## src/rtl/spi_pkg.sv

```systemverilog
// spi_pkg: shared constants, FSM state type and width helpers for the SPI slave.
package spi_pkg;
   localparam int SPI_MAX_W = 32;
   typedef enum logic {IDLE, SHIFT} spi_state_t;
   function automatic int cnt_w(input int n);
      return $clog2(n);
   endfunction
   function automatic int lvl_w(input int n);
      return $clog2(n) + 1;
   endfunction
endpackage

```

## src/rtl/spi_slave_fifo_if.sv

```systemverilog
// spi_slave_fifo_if: SPI pins plus the user-side TX/RX/status bus of the SPI slave.
interface spi_slave_fifo_if #(parameter int DATA_W = 16, parameter int DEPTH = 4);
   import spi_pkg::*;
   logic spi_cs_n, mosi, miso;
   logic [DATA_W-1:0] tx_data, rx_data;
   logic tx_valid, tx_ready, rx_valid, rx_ready, err_clr;
   logic [lvl_w(DEPTH)-1:0] rx_level;
   logic rx_overflow, tx_underflow, frame_abort;
   logic [cnt_w(DATA_W)-1:0] bit_cnt;
   modport slave (
      input  spi_cs_n, mosi, tx_data, tx_valid, rx_ready, err_clr,
      output miso, tx_ready, rx_data, rx_valid, rx_level, rx_overflow, tx_underflow, frame_abort, bit_cnt
   );
   modport master (
      output spi_cs_n, mosi, tx_data, tx_valid, rx_ready, err_clr,
      input  miso, tx_ready, rx_data, rx_valid, rx_level, rx_overflow, tx_underflow, frame_abort, bit_cnt
   );
endinterface

```

## src/rtl/spi_rx_fifo.sv

```systemverilog
// spi_rx_fifo: synchronous FIFO for received words; push is accepted when full only with a same-edge pop.
module spi_rx_fifo
   import spi_pkg::*;
#(
   parameter int DATA_W = 16,
   parameter int DEPTH  = 4
) (
   input  logic                     spi_sclk,
   input  logic                     rst,
   input  logic                     push,
   input  logic                     pop,
   input  logic [DATA_W-1:0]        din,
   output logic [DATA_W-1:0]        dout,
   output logic                     full,
   output logic                     empty,
   output logic [lvl_w(DEPTH)-1:0]  level
);
   localparam int AW = cnt_w(DEPTH);
   localparam int LW = AW + 1;
   logic [DATA_W-1:0] mem [DEPTH];
   logic [AW-1:0] wr_ptr, rd_ptr;
   logic do_push, do_pop;
   // DEPTH is a power of two, so the top level bit alone marks full
   assign full    = level[AW];
   assign empty   = level == '0;
   assign do_pop  = pop && !empty;
   assign do_push = push && (!full || do_pop);
   assign dout    = empty ? '0 : mem[rd_ptr];
   always_ff @(posedge spi_sclk) begin
      if (do_push) mem[wr_ptr] <= din;
   end
   always_ff @(posedge spi_sclk) begin
      if (rst) begin
         wr_ptr <= '0;
         rd_ptr <= '0;
         level  <= '0;
      end else begin
         if (do_push) wr_ptr <= wr_ptr + 1'b1;
         if (do_pop) rd_ptr <= rd_ptr + 1'b1;
         level <= level + LW'(do_push) - LW'(do_pop);
      end
   end
endmodule

```

## src/rtl/spi_slave_fifo.sv

```systemverilog
// spi_slave_fifo: parametrised full-duplex SPI slave with a TX holding register,
// an RX FIFO and sticky overflow/underflow/abort flags, all on spi_sclk.
module spi_slave_fifo
   import spi_pkg::*;
#(
   parameter int DATA_W    = 16,
   parameter int DEPTH     = 4,
   parameter bit MSB_FIRST = 1
) (
   input logic             spi_sclk,
   input logic             rst,
   spi_slave_fifo_if.slave bus
);
   localparam int CW = cnt_w(DATA_W);
   localparam logic [CW-1:0] LAST = CW'(DATA_W - 1);
   if (DATA_W < 4 || DATA_W > SPI_MAX_W) begin : g_bad_w
      $error("spi_slave_fifo: DATA_W out of range");
   end
   if (DEPTH < 2 || (DEPTH & (DEPTH - 1)) != 0) begin : g_bad_d
      $error("spi_slave_fifo: DEPTH must be a power of two >= 2");
   end
   spi_state_t state, state_d;
   logic [CW-1:0] bit_cnt, bit_cnt_d;
   logic [DATA_W-1:0] rx_shift, rx_shift_d, rx_word, tx_shift, tx_shift_d, hold;
   logic hold_full, hold_full_d, boundary, accept, abort, underflow, overflow;
   logic rx_overflow, tx_underflow, frame_abort, fifo_full, fifo_empty;
   always_ff @(posedge spi_sclk) begin
      if (rst) begin
         state        <= IDLE;
         bit_cnt      <= '0;
         rx_shift     <= '0;
         tx_shift     <= '0;
         hold         <= '0;
         hold_full    <= 1'b0;
         rx_overflow  <= 1'b0;
         tx_underflow <= 1'b0;
         frame_abort  <= 1'b0;
      end else begin
         state        <= state_d;
         bit_cnt      <= bit_cnt_d;
         rx_shift     <= rx_shift_d;
         tx_shift     <= tx_shift_d;
         hold         <= accept ? bus.tx_data : hold;
         hold_full    <= hold_full_d;
         rx_overflow  <= (rx_overflow && !bus.err_clr) || overflow;
         tx_underflow <= (tx_underflow && !bus.err_clr) || underflow;
         frame_abort  <= (frame_abort && !bus.err_clr) || abort;
      end
   end
   // Chip select on the current edge decides the state; boundaries are handled inside SHIFT
   always_comb begin
      state_d     = bus.spi_cs_n ? IDLE : SHIFT;
      boundary    = state_d == SHIFT && bit_cnt == LAST;
      abort       = state_d == IDLE && state == SHIFT && bit_cnt != '0;
      accept      = bus.tx_valid && !hold_full;
      underflow   = boundary && !hold_full;
      overflow    = boundary && fifo_full && !bus.rx_ready;
      rx_word     = MSB_FIRST ? {rx_shift[DATA_W-2:0], bus.mosi} : {bus.mosi, rx_shift[DATA_W-1:1]};
      bit_cnt_d   = (state_d == SHIFT && !boundary) ? bit_cnt + 1'b1 : '0;
      rx_shift_d  = state_d == SHIFT ? rx_word : rx_shift;
      tx_shift_d  = boundary ? (hold_full ? hold : '0)
                  : state_d == SHIFT ? (MSB_FIRST ? tx_shift << 1 : tx_shift >> 1)
                  : hold_full ? hold : tx_shift;
      // A consume (boundary or idle reload) always sees the old contents; a new accept wins afterwards
      hold_full_d = accept || (hold_full && state_d == SHIFT && !boundary);
   end
   spi_rx_fifo #(.DATA_W(DATA_W), .DEPTH(DEPTH)) u_fifo (
      .spi_sclk (spi_sclk),
      .rst      (rst),
      .push     (boundary),
      .pop      (bus.rx_ready),
      .din      (rx_word),
      .dout     (bus.rx_data),
      .full     (fifo_full),
      .empty    (fifo_empty),
      .level    (bus.rx_level)
   );
   assign bus.miso         = MSB_FIRST ? tx_shift[DATA_W-1] : tx_shift[0];
   assign bus.tx_ready     = !hold_full;
   assign bus.rx_valid     = !fifo_empty;
   assign bus.bit_cnt      = bit_cnt;
   assign bus.rx_overflow  = rx_overflow;
   assign bus.tx_underflow = tx_underflow;
   assign bus.frame_abort  = frame_abort;
endmodule

```

## src/flat_wrapper.sv

```systemverilog
// flat-port wrapper written by rule: the top's interface ports become plain ports
module spi_slave_fifo_flat import spi_pkg::*;
#(
   parameter int DATA_W    = 16,
   parameter int DEPTH     = 4,
   parameter bit MSB_FIRST = 1
)
  (spi_sclk, rst, bus_spi_cs_n, bus_mosi, bus_tx_data, bus_tx_valid, bus_rx_ready, bus_err_clr, bus_miso, bus_tx_ready, bus_rx_data, bus_rx_valid, bus_rx_level, bus_rx_overflow, bus_tx_underflow, bus_frame_abort, bus_bit_cnt);
  spi_slave_fifo_if #(.DATA_W(DATA_W), .DEPTH(DEPTH)) bus_i ();
  input logic spi_sclk;
  input logic rst;
  input wire logic [$bits(bus_i.spi_cs_n)-1:0] bus_spi_cs_n;
  input wire logic [$bits(bus_i.mosi)-1:0] bus_mosi;
  input wire logic [$bits(bus_i.tx_data)-1:0] bus_tx_data;
  input wire logic [$bits(bus_i.tx_valid)-1:0] bus_tx_valid;
  input wire logic [$bits(bus_i.rx_ready)-1:0] bus_rx_ready;
  input wire logic [$bits(bus_i.err_clr)-1:0] bus_err_clr;
  output wire logic [$bits(bus_i.miso)-1:0] bus_miso;
  output wire logic [$bits(bus_i.tx_ready)-1:0] bus_tx_ready;
  output wire logic [$bits(bus_i.rx_data)-1:0] bus_rx_data;
  output wire logic [$bits(bus_i.rx_valid)-1:0] bus_rx_valid;
  output wire logic [$bits(bus_i.rx_level)-1:0] bus_rx_level;
  output wire logic [$bits(bus_i.rx_overflow)-1:0] bus_rx_overflow;
  output wire logic [$bits(bus_i.tx_underflow)-1:0] bus_tx_underflow;
  output wire logic [$bits(bus_i.frame_abort)-1:0] bus_frame_abort;
  output wire logic [$bits(bus_i.bit_cnt)-1:0] bus_bit_cnt;
  assign bus_i.spi_cs_n = bus_spi_cs_n;
  assign bus_i.mosi = bus_mosi;
  assign bus_i.tx_data = bus_tx_data;
  assign bus_i.tx_valid = bus_tx_valid;
  assign bus_i.rx_ready = bus_rx_ready;
  assign bus_i.err_clr = bus_err_clr;
  assign bus_miso = bus_i.miso;
  assign bus_tx_ready = bus_i.tx_ready;
  assign bus_rx_data = bus_i.rx_data;
  assign bus_rx_valid = bus_i.rx_valid;
  assign bus_rx_level = bus_i.rx_level;
  assign bus_rx_overflow = bus_i.rx_overflow;
  assign bus_tx_underflow = bus_i.tx_underflow;
  assign bus_frame_abort = bus_i.frame_abort;
  assign bus_bit_cnt = bus_i.bit_cnt;
  spi_slave_fifo #(.DATA_W(DATA_W), .DEPTH(DEPTH), .MSB_FIRST(MSB_FIRST)) u_core (.spi_sclk(spi_sclk), .rst(rst), .bus(bus_i));
endmodule
```

## config.mk

```make
export PLATFORM = sky130hd
export DESIGN_NAME = spi_slave_fifo_flat
export DESIGN_NICKNAME = d
export VERILOG_FILES = /design/src/rtl/spi_pkg.sv /design/src/rtl/spi_slave_fifo_if.sv /design/src/rtl/spi_rx_fifo.sv /design/src/rtl/spi_slave_fifo.sv /design/src/flat_wrapper.sv
export SDC_FILE = /design/constraint.sdc
export NUM_CORES = 1
export LEC_CHECK = 0
export ABC_AREA = 1
export BUFFER_PORTS_ARGS = -buffer_cell sky130_fd_sc_hd__buf_2
export CAP_MARGIN = 40
export CORE_ASPECT_RATIO = 0.6
export CORE_UTILIZATION = 40
export DETAILED_ROUTE_END_ITERATION = 10
export REMOVE_ABC_BUFFERS = 1
export SYNTH_ARGS = -nofsm -noshare
export SYNTH_HDL_FRONTEND = slang
export SYNTH_SLANG_ARGS = --single-unit
```

## constraint.sdc

```tcl
create_clock -name spi_sclk -period 2.7 [get_ports spi_sclk]
set_input_delay 0.27 -clock spi_sclk [delete_from_list [all_inputs] [get_ports spi_sclk]]
set_output_delay 0.27 -clock spi_sclk [all_outputs]
set_load 0.03 [all_outputs]
```

==> out/qor.tcl, run 1 <==
set qor(postSynthCellCount) 654
set qor(synth_seq_area_share_pct) 57.5
set qor(synth_top_cell_by_area) {edfxtp_1}
set qor(drt-pass1-iter-count) 5
set qor(post_cts_hold_buffer_count) 0
set qor(setup_repair_after_global_routing_missed_its_margin) {false}
set qor(globalRoute.totalOverflow) 0
set qor(cap_violations) 0
set qor(max-vdd-ir-drop_v) 0.000479
set qor(detailedRoute.firstIterationViolations) 206
set qor(synthArstFlopShare_pct) 0
set qor(drc) 0
set qor(power_frac_seq_pct) 39.9
set qor(clk_pin_slew_worst_paths_ps) 50
set qor(wl_met2_mm) 5.30
set qor(pin_count_of_the_biggest_net_entering_global_routing) 49
set qor(fillerInstances) 1265
set qor(worst-setup-path-type) {reg2reg}
set qor(tritoncts) {yes}
set qor(cp-end-kind) {flip-flop}
set qor(worst_setup_path_start_kind) {flip-flop}
set qor(post-cts-setup-buffer-count) 0
set qor(critPathArrivalTime_ps) 2670
set qor(yosysWarnings) 0
set qor(placement.io_buffers) 51
set qor(dr_wl_met3_um) 778
set qor(worst_slew_pin_slew_ps) 724
set qor(tritoncts.num_buffers) 17
set qor(combinationalPowerShare_pct) 23.3
set qor(drt-vias-per-instance) 4.70
set qor(critPathRequiredTime_ps) 3000
set qor(hold_violations) 0
set qor(m1WireLength_mm) 6.00
set qor(synth_area_um2) 5610
set qor(groute.usage.overall_pct) 18.0
set qor(achievable-frequency_mhz) 421
set qor(die-area_um2) 14500
set qor(critPathMaxFanout) 6
set qor(postSynthAreaPerCell_um2) 8.57
set qor(ant_nets) 0
set qor(area_share_of_the_largest_cell_type_after_synthesis_pct) 34.3
set qor(routedWlPerCell_um) 13.4
set qor(total_leakage_power_nw) 2.94
set qor(clock-sinks) 129
set qor(fin_setup_tns_ps) 0
set qor(grt_first_pass_wirelength_mm) 19.8
set qor(timing.final.setup_violations) 0
set qor(final.setup_skew_ps) 10.6
set qor(intPower_mw) 3.78
set qor(dr.max_layer_used) {met4}
set qor(grt_pass1_vias) 3969
set qor(synth_ff_type) {dfxtp_1}
set qor(synth_commonest_cells) {nor2_1, nand2_1, o21ai_0, inv_1, dfxtp_1}
set qor(hpwlAfterDp_mm) 7.24
set qor(status) {completed}
set qor(post_cts.resized_instances) 0
set qor(layout_worst_path_cycle_share_pct) 87.9
set qor(power.clock.fraction_pct) 36.7
set qor(switchingPower_mw) 1.78
set qor(drt-total-wl_mm) 12.2
set qor(cts_max_level) 4
set qor(synth_area_leaders) {edfxtp_1, dfxtp_1, nor2_1, nand2_1, o21ai_0}
set qor(postSynthRegisterBits) 129
set qor(netSwitchingFraction_pct) 32.0
set qor(pwr_density_cell_nw_per_um2) 856
set qor(synth_cell_type_count) 28
set qor(grt_antenna_before_repair) 0
set qor(area_growth_syn_to_layout_pct) 16.0
set qor(via_count) 4249
set qor(die_w_um) 155
set qor(worstSkewPairLatency_ps) 410
set qor(fin_util_pct) 47.6
set qor(timing.hold.worst.class) {in2reg}
set qor(timing_max_transition_violations_final) 0
set qor(cts_root_buf) {clkbuf_16}
set qor(core_ar_um2) 13700
set qor(max-slew-margin-rel_pct) 51.7
set qor(layout-drive-gt1-share_pct) 13.7
set qor(synth_edf_count) 64
set qor(io-pin-count) 52
set qor(final_period_minus_worst_setup_slack_ps) 2370
set qor(rows) 33
set qor(clock_tree.buffer_depth) 2
set qor(initial_core_util_pct) 41.0
set qor(antenna-diode-count) 0
set qor(design.final.nets) 733
set qor(gpl_congestion) 0.747
set qor(die_y_um) 93.7
set qor(synth.most_common_cell) {nor2_1}
-- through the flow --
step | setup slack (ps) | cells | hold WS, ps | cell area, um2 | power [mW]
after floorplan | 139 | 618 | 337 | 5380 | 3.13
after global placement | 459 | 874 | 452 | 5980 | 3.55
after detailed placement | 336 | 874 | 469 | 5980 | 3.57
after CTS | 326 | 905 | 89.4 | 6500 | 5.62
after global routing | 182 | 905 | 90.7 | 6500 | 5.86
final | 327 | 905 | 103 | 6500 | 5.56
-- final timing paths --
kind | startpoint | to | slack (ps) | depth (start not counted)
setup / recovery | u_core.bus.bit_cnt[0]$_SDFF_PP0_ | u_core.u_fifo.level[2]$_SDFF_PP0_ | 330 | 12
hold / removal | bus_mosi | u_core.u_fifo.mem[3][0]$_DFFE_PP_ | 100 | 1
setup reg to reg | u_core.bus.bit_cnt[0]$_SDFF_PP0_ | u_core.u_fifo.level[2]$_SDFF_PP0_ | 330 | 12
hold reg to reg | u_core.state$_SDFF_PP0_ | u_core.bus.frame_abort$_SDFF_PP0_ | 470 | 2
-- cell usage in the layout, fill, tap and decap left out, types with 2 or more instances in the layout --
cell         n
clkinv_2     4
nand2_1    109
inv_1       69
buf_2       51
clkbuf_16   17
o21ai_0     80
buf_4       13
ha_1         8
a21oi_1     22
edfxtp_1    64
nor2_2       2
nor2_1     148
nand3_1     37
inv_2        4
dfxtp_1     65
clkbuf_1     6
-- final cells by class --
cell class	count	area, um2	area share, %
clock inverter	7	61.3	0.943
tap	192	240	3.70
inverter	73	274	4.22
multi-input combinational	416	1890	29.0
timing repair buffer	64	353	5.43
clock buffer	24	462	7.10
sequential	129	3220	49.6
-- sequential cells by signal, indices dropped and copies added, names as in the netlist, named ones only --
| name | count |
|---|---|
| u_core.bus.bit_cnt | 4 |
| u_core.bus.frame_abort | 1 |
| u_core.bus.rx_overflow | 1 |
| u_core.bus.tx_underflow | 1 |
| u_core.hold | 16 |
| u_core.hold_full | 1 |
| u_core.rx_shift | 15 |
| u_core.state | 1 |
| u_core.tx_shift | 16 |
| u_core.u_fifo.level | 3 |
| u_core.u_fifo.mem | 64 |
| u_core.u_fifo.rd_ptr | 2 |
| u_core.u_fifo.wr_ptr | 2 |
-- power groups by stage --
stage | clock network (mW) | logic (mW) | registers (mW)
after CTS | 2.09 | 1.32 | 2.22
after global routing | 2.18 | 1.44 | 2.24
after floorplan | 0 | 0.806 | 2.33
after detailed placement | 0 | 1.31 | 2.26
after global placement | 0 | 1.30 | 2.26
final | 2.04 | 1.30 | 2.22
-- critical path, stage by stage (launching register included) --
cell	delay (ps)
dfxtp_1	420
ha_1	350
nand4_4	140
nor2_2	180
inv_2	90
ha_1	290
inv_1	60
ha_1	130
inv_1	40
fa_1	360
inv_1	70
and2_1	120
nor2_1	40
-- cells by family after synthesis --
| logic type | synth area share [%] |
|---|---|
| AOI/OAI and AO/OA | 9.22 |
| xor gates and xnor gates | 0.156 |
| adders and majority gates | 2.14 |
| buffers and inverters | 8.84 |
| DFF | 57.5 |
| and+or+nand+nor | 22.1 |
-- per-layer routing --
layer  track usage (%)  up-vias
met5                 0        -
met4              6.77        0
met3              4.06        8
met2              28.5      102
met1              24.2     1960
li1                  -     2179
Power figures use the tool's default switching activity.
==> run 2, diff against run 1 <==
Settings changed: HOLD_SLACK_MARGIN set to 0.12.
==> run 2 against run 1 <==
Total power rose by 0.16%; clock power barely moved; final area rose by 1.7%; combinational power barely moved; first-iteration DRC count fell by 1.5%; sequential power barely moved; critical path depth did not move; routed wire length rose by 0.66%; sequential share of layout area fell by 0.83 points; core utilization rose by 0.81 points; cell count rose by 1.2%.
==> out/qor.tcl, run 2 (synthesis gave the netlist of run 1 again) <==
set qor(die_w_um) 155 ;# unchanged
set qor(crit_chain) {ha_1, nand4_4, nor2_2, inv_2, ha_1, inv_1, ha_1, inv_1, fa_1, inv_1, and2_1, nor2_1}
set qor(clock-sinks) 129 ;# unchanged
set qor(timing.final.setup_violations) 0 ;# unchanged
set qor(clock_tree.buffer_depth) 2 ;# unchanged
set qor(grt_pass1_vias) 4028 ;# +1.5%
set qor(via_count) 4282 ;# +0.78%
set qor(critical-path-slowest-cell) {dfxtp_1}
set qor(max-slew-margin-rel_pct) 52.0 ;# +0.30 points
set qor(timing.rr.start) {u_core.bus.bit_cnt[0]$_SDFF_PP0_}
set qor(slowest_delay_ps) 420 ;# about the same
set qor(layout-drive-gt1-share_pct) 13.5 ;# -0.21 points
set qor(final.setup_skew_ps) 11.1 ;# +0.514 ps
set qor(rows) 33 ;# unchanged
set qor(gpl_congestion) 0.747 ;# unchanged
set qor(post-cts-setup-buffer-count) 0 ;# unchanged
set qor(antenna-diode-count) 0 ;# unchanged
set qor(core_ar_um2) 13700 ;# unchanged
set qor(initial_core_util_pct) 41.0 ;# unchanged
set qor(max-vdd-ir-drop_v) 0.000479 ;# about the same
set qor(critPathArrivalTime_ps) 2670 ;# about the same
set qor(hold_path_end) {u_core.hold[0]$_SDFFE_PP0P_}
set qor(die_y_um) 93.7 ;# unchanged
set qor(worstHoldStart) {bus_tx_data[0]}
set qor(post_cts.resized_instances) 0 ;# unchanged
set qor(largest-register) {u_core.u_fifo.mem}
set qor(hold_slack_ps) 133 ;# +30.5 ps
set qor(tritoncts) {yes}
set qor(worst-setup-path-type) {reg2reg}
set qor(critPathRequiredTime_ps) 3000 ;# about the same
set qor(whs_path_depth) 3 ;# +2
set qor(pin_count_of_the_biggest_net_entering_global_routing) 49 ;# unchanged
set qor(drc) 0 ;# unchanged
set qor(globalRoute.totalOverflow) 0 ;# unchanged
set qor(tritoncts.num_buffers) 17 ;# unchanged
set qor(reg2reg_slack_ps) 330 ;# about the same
set qor(area_growth_syn_to_layout_pct) 17.9
set qor(drt-total-wl_mm) 12.2 ;# +0.66%
set qor(detailedRoute.firstIterationViolations) 203 ;# -1.5%
set qor(mostFrequentLayoutCells) {nor2_1, nand2_1, o21ai_0, inv_1, dfxtp_1}
set qor(setup_repair_after_global_routing_missed_its_margin) {false}
set qor(grt_antenna_before_repair) 0 ;# unchanged
set qor(mostFrequentLayoutCell) {nor2_1}
set qor(final_period_minus_worst_setup_slack_ps) 2370 ;# +1.64 ps
set qor(worst_setup_path_start_kind) {flip-flop}
set qor(cts_root_buf) {clkbuf_16}
set qor(rr_worst_depth) 12 ;# unchanged
set qor(cts_max_level) 4 ;# unchanged
set qor(number_of_flip_flops_under_the_largest_register_name) 64 ;# unchanged
set qor(ant_nets) 0 ;# unchanged
set qor(critPathMaxFanout) 6 ;# unchanged
set qor(io-pin-count) 52 ;# unchanged
set qor(achievable-frequency_mhz) 421 ;# about the same
set qor(hold_violations) 0 ;# unchanged
set qor(pwr_density_cell_nw_per_um2) 843 ;# -1.5%
set qor(cp-end-kind) {flip-flop}
set qor(grt_first_pass_wirelength_mm) 20.0 ;# +0.94%
set qor(drt-vias-per-instance) 4.67 ;# -0.43%
set qor(fin_setup_tns_ps) 0 ;# unchanged
set qor(routedWlPerCell_um) 13.4 ;# -0.55%
set qor(total_leakage_power_nw) 2.99 ;# +1.6%
set qor(placement.io_buffers) 51 ;# unchanged
set qor(cap_violations) 0 ;# unchanged
set qor(status) {completed}
set qor(hpwlAfterDp_mm) 7.24 ;# unchanged
set qor(drt-pass1-iter-count) 4 ;# -1
set qor(worst_slew_pin_slew_ps) 720 ;# -4.52 ps
set qor(worstSkewPairLatency_ps) 410 ;# about the same
set qor(die-area_um2) 14500 ;# unchanged
set qor(endpoint_of_the_worst_register_to_register_path) {u_core.u_fifo.level[2]$_SDFF_PP0_}
set qor(layout_top_registers) {u_core.u_fifo.mem: 64 flops, u_core.hold: 16 flops, u_core.tx_shift: 16 flops}
set qor(clk_pin_slew_worst_paths_ps) 50 ;# about the same
set qor(layout_worst_path_cycle_share_pct) 87.9 ;# about the same
set qor(groute.usage.overall_pct) 18.2 ;# +0.17 points
set qor(timing.hold.worst.class) {in2reg}
set qor(post_cts_hold_buffer_count) 11 ;# +11
set qor(timing_max_transition_violations_final) 0 ;# unchanged
set qor(design.final.nets) 744 ;# +1.5%
-- run 2: layout make-up --
| type | count | area (um2) |
|---|---|---|
| fillers | 1265 | 7060 |
| flip-flops and latches | 129 | 3220 |
| multi-input cells | 416 | 1890 |
| repair buffers | 75 | 463 |
| clock buffers | 24 | 462 |
| inverters | 73 | 274 |
| well taps | 192 | 240 |
| clock inverters | 7 | 61.3 |
-- run 2: how the worst max path moves through the flow --
| stage | startpoint | end |
|---|---|---|
| floorplan | u_core.bus.bit_cnt[0]$_SDFF_PP0_ | u_core.u_fifo.level[2]$_SDFF_PP0_ |
| global placement | u_core.bus.bit_cnt[0]$_SDFF_PP0_ | u_core.u_fifo.level[2]$_SDFF_PP0_ |
| detailed placement | u_core.bus.bit_cnt[0]$_SDFF_PP0_ | u_core.u_fifo.level[2]$_SDFF_PP0_ |
| CTS | u_core.bus.bit_cnt[0]$_SDFF_PP0_ | u_core.u_fifo.level[2]$_SDFF_PP0_ |
| global route | u_core.bus.bit_cnt[0]$_SDFF_PP0_ | u_core.u_fifo.level[2]$_SDFF_PP0_ |
| finish | u_core.bus.bit_cnt[0]$_SDFF_PP0_ | u_core.u_fifo.level[2]$_SDFF_PP0_ |
-- run 2: critical path, delay by kind of cell, from the launching register on --
family / cells / cell delay (ps)
adders and majority gates: 4 / 1130
and+or+nand+nor: 4 / 480
DFF: 1 / 420
buffers and inverters: 4 / 260
-- run 2: metal layers --
layer / GRT usage, % / share of wire (%) / vias to the layer above
li1: - / - / 2201
met1: 24.3 / 49 / 1972
met2: 29.0 / 44 / 102
met3: 4.06 / 6.5 / 7
met4: 6.77 / 0.64 / 0
met5: 0 / 0 / -
-- run 2: per-stage QoR --
| stage | cell area, um2 | utilization [%] | std cells | setup slack, ps | total power [mW] |
|---|---|---|---|---|---|
| floorplan | 5380 | - | 618 | 139 | 3.13 |
| global placement | 5980 | 43.7 | 874 | 459 | 3.55 |
| detailed placement | 5980 | 43.7 | 874 | 336 | 3.57 |
| CTS | 6610 | 48.4 | 916 | 326 | 5.63 |
| global route | 6610 | 48.4 | 916 | 181 | 5.87 |
| finish | 6610 | 48.4 | 916 | 326 | 5.57 |
-- run 2: power by group --
| group | switching, mW | internal [mW] |
|---|---|---|
| combinational | 0.940 | 0.369 |
| sequential | 0.0727 | 2.15 |
| clock | 0.768 | 1.27 |
==> run 3, diff against run 2 <==
Settings changed: CELL_PAD_IN_SITES_DETAIL_PLACEMENT set to 1, CELL_PAD_IN_SITES_GLOBAL_PLACEMENT set to 1, PLACE_DENSITY_LB_ADDON set to 0.1.
==> run 3 against run 2 <==
Setup slack lost 9.9 ps; worst hold slack lost 5.3 ps; sequential share of layout area shrank 0.52 points; critical path type unchanged; critical endpoint unchanged.
==> out/qor.tcl, run 3 (synthesis gave the netlist of run 1 again) <==
set qor(design.final.nets) 745 ;# +0.13%
set qor(clk_pin_slew_worst_paths_ps) 60 ;# about the same
set qor(die_w_um) 155 ;# unchanged
set qor(final_cells) 918 ;# +0.22%
set qor(timing.rr.start) {u_core.bus.bit_cnt[0]$_SDFF_PP0_}
set qor(largest-register) {u_core.u_fifo.mem}
set qor(worst-setup-path-type) {reg2reg}
set qor(layout_top_registers) {u_core.u_fifo.mem: 64 flops, u_core.hold: 16 flops, u_core.tx_shift: 16 flops}
set qor(hold_slack_ps) 128 ;# -5.29 ps
set qor(worst_setup_path_start_kind) {flip-flop}
set qor(pwr_density_cell_nw_per_um2) 882 ;# +4.7%
set qor(max-slew-margin-rel_pct) 50.8 ;# -1.1 points
set qor(fillerInstances) 1599 ;# +26%
set qor(rows) 33 ;# unchanged
set qor(io-pin-count) 52 ;# unchanged
set qor(timing_max_transition_violations_final) 0 ;# unchanged
set qor(achievable-frequency_mhz) 419 ;# -0.42%
set qor(status) {completed}
set qor(groute.usage.overall_pct) 21.7 ;# +3.5 points
set qor(worstSkewPairLatency_ps) 410 ;# about the same
set qor(clock_tree.buffer_depth) 2 ;# unchanged
set qor(tritoncts.num_buffers) 17 ;# unchanged
set qor(cts_root_buf) {clkbuf_16}
set qor(rr_worst_depth) 12 ;# unchanged
set qor(grt_pass1_vias) 4541 ;# +13%
set qor(routedWlPerCell_um) 15.7 ;# +17%
set qor(layout-drive-gt1-share_pct) 14.9 ;# +1.3 points
set qor(multi_input_area_um2) 1890 ;# unchanged
set qor(critPathMaxFanout) 6 ;# unchanged
set qor(layout_worst_path_cycle_share_pct) 88.3 ;# +0.37 points
set qor(antenna-diode-count) 0 ;# unchanged
set qor(timing.final.setup_violations) 0 ;# unchanged
set qor(drc) 0 ;# unchanged
set qor(drt-pass1-iter-count) 4 ;# unchanged
set qor(final_period_minus_worst_setup_slack_ps) 2380 ;# +9.90 ps
set qor(max-vdd-ir-drop_v) 0.000417 ;# -13%
set qor(critPathArrivalTime_ps) 2680 ;# about the same
set qor(post_dp_cell_area_um2) 6010 ;# +0.50%
set qor(layout.cell_area.non_filler_um2) 6680 ;# +1.1%
set qor(fin_setup_tns_ps) 0 ;# unchanged
set qor(cap_violations) 0 ;# unchanged
set qor(placement.io_buffers) 51 ;# unchanged
set qor(final.setup_skew_ps) 10.6 ;# -0.517 ps
set qor(number_of_flip_flops_under_the_largest_register_name) 64 ;# unchanged
set qor(seqCellArea_um2) 3220 ;# unchanged
set qor(reg2reg_slack_ps) 320 ;# about the same
set qor(cts_max_level) 4 ;# unchanged
set qor(hpwlAfterDp_mm) 8.68 ;# +20%
set qor(cp-end-kind) {flip-flop}
set qor(hold_violations) 0 ;# unchanged
set qor(area_growth_syn_to_layout_pct) 19.2
set qor(gpl_congestion) 0.712 ;# -4.7%
set qor(tritoncts) {yes}
set qor(mostFrequentLayoutCells) {nor2_1, nand2_1, o21ai_0, inv_1, dfxtp_1}
set qor(drt-total-wl_mm) 14.4 ;# +17%
set qor(die_y_um) 93.7 ;# unchanged
set qor(core_ar_um2) 13700 ;# unchanged
set qor(post-cts-setup-buffer-count) 0 ;# unchanged
set qor(total_leakage_power_nw) 3.02 ;# +1.0%
set qor(mostFrequentLayoutCell) {nor2_1}
set qor(ant_nets) 0 ;# unchanged
set qor(clock-sinks) 129 ;# unchanged
set qor(endpoint_of_the_worst_register_to_register_path) {u_core.u_fifo.level[2]$_SDFF_PP0_}
set qor(whs_path_depth) 3 ;# unchanged
set qor(die-area_um2) 14500 ;# unchanged
set qor(grt_antenna_before_repair) 0 ;# unchanged
set qor(critPathRequiredTime_ps) 3000 ;# about the same
set qor(globalRoute.totalOverflow) 0 ;# unchanged
set qor(dp.cells) 878 ;# +0.46%
set qor(setup_repair_after_global_routing_missed_its_margin) {false}
set qor(worstHoldStart) {bus_tx_data[14]}
set qor(worst_slew_pin_slew_ps) 737 ;# +16.7 ps
set qor(timing.hold.worst.class) {in2reg}
set qor(initial_core_util_pct) 41.0 ;# unchanged
set qor(via_count) 4413 ;# +3.1%
set qor(detailedRoute.firstIterationViolations) 264 ;# +30%
set qor(drt-vias-per-instance) 4.81 ;# +2.8%
set qor(pin_count_of_the_biggest_net_entering_global_routing) 51 ;# +4.1%
set qor(grt_first_pass_wirelength_mm) 23.5 ;# +17%
set qor(hold_path_end) {u_core.hold[14]$_SDFFE_PP0P_}
set qor(p_total_mw) 5.90 ;# +5.8%
-- run 3: changes by cell type in the layout (fill, tap and decap cells not counted), sizes merged --
cell / change
clkinvlp: +3
clkinv: +3
clkbuf: -7
dlygate4sd3: -3
buf: +4
bufinv: +2
-- run 3: how the worst max path moves through the flow --
stage | start | end
global route | u_core.bus.bit_cnt[0]$_SDFF_PP0_ | u_core.u_fifo.level[2]$_SDFF_PP0_
global placement | u_core.bus.bit_cnt[0]$_SDFF_PP0_ | u_core.u_fifo.level[2]$_SDFF_PP0_
CTS | u_core.bus.bit_cnt[0]$_SDFF_PP0_ | u_core.u_fifo.level[2]$_SDFF_PP0_
detailed placement | u_core.bus.bit_cnt[0]$_SDFF_PP0_ | u_core.u_fifo.level[2]$_SDFF_PP0_
floorplan | u_core.bus.bit_cnt[0]$_SDFF_PP0_ | u_core.u_fifo.level[2]$_SDFF_PP0_
finish | u_core.bus.bit_cnt[0]$_SDFF_PP0_ | u_core.u_fifo.level[2]$_SDFF_PP0_
-- run 3: report_power, final --
| part | switching (mW) | internal (mW) |
|---|---|---|
| logic | 0.948 | 0.385 |
| registers | 0.0935 | 2.15 |
| clock network | 0.880 | 1.44 |
-- run 3: area by class of cell --
class,instances,share of cell area [%]
Clock buffer,17,6.37
Multi-Input combinational cell,416,28.2
Tap cell,192,3.60
Sequential cell,129,48.2
Inverter,73,4.10
Clock inverter,15,2.53
Timing Repair Buffer,76,6.93
-- run 3: critical path: stages, from the launching register on --
cell,delay (ps)
dfxtp_1,410
ha_1,340
nand4_4,140
nor2_2,170
inv_2,90
ha_1,290
inv_1,60
ha_1,130
inv_1,50
fa_1,350
inv_1,80
and2_1,120
nor2_1,40
-- run 3: timing repair --
item                      4_1_cts  5_1_grt
gates resized for setup         0        0
hold endpoints to repair       11        0
hold buffers                    8        0
-- run 3: stage by stage --
step	utilization [%]	setup WS, ps
2_1_floorplan	-	139
3_3_place_gp	44.0	445
3_5_place_dp	44.0	315
4_1_cts	48.9	285
5_1_grt	48.9	143
6_report	48.9	316
-- run 3: layer usage --
layer  wire, um  global-route usage (%)  share of wire [%]  vias up
li1           -                       -                  -     2213
met1       7170                    28.7                 50     2119
met2       6600                    36.1                 46       72
met3        518                    4.98                3.6        9
met4         82                    5.61               0.57        0
met5          0                       0                  0        -
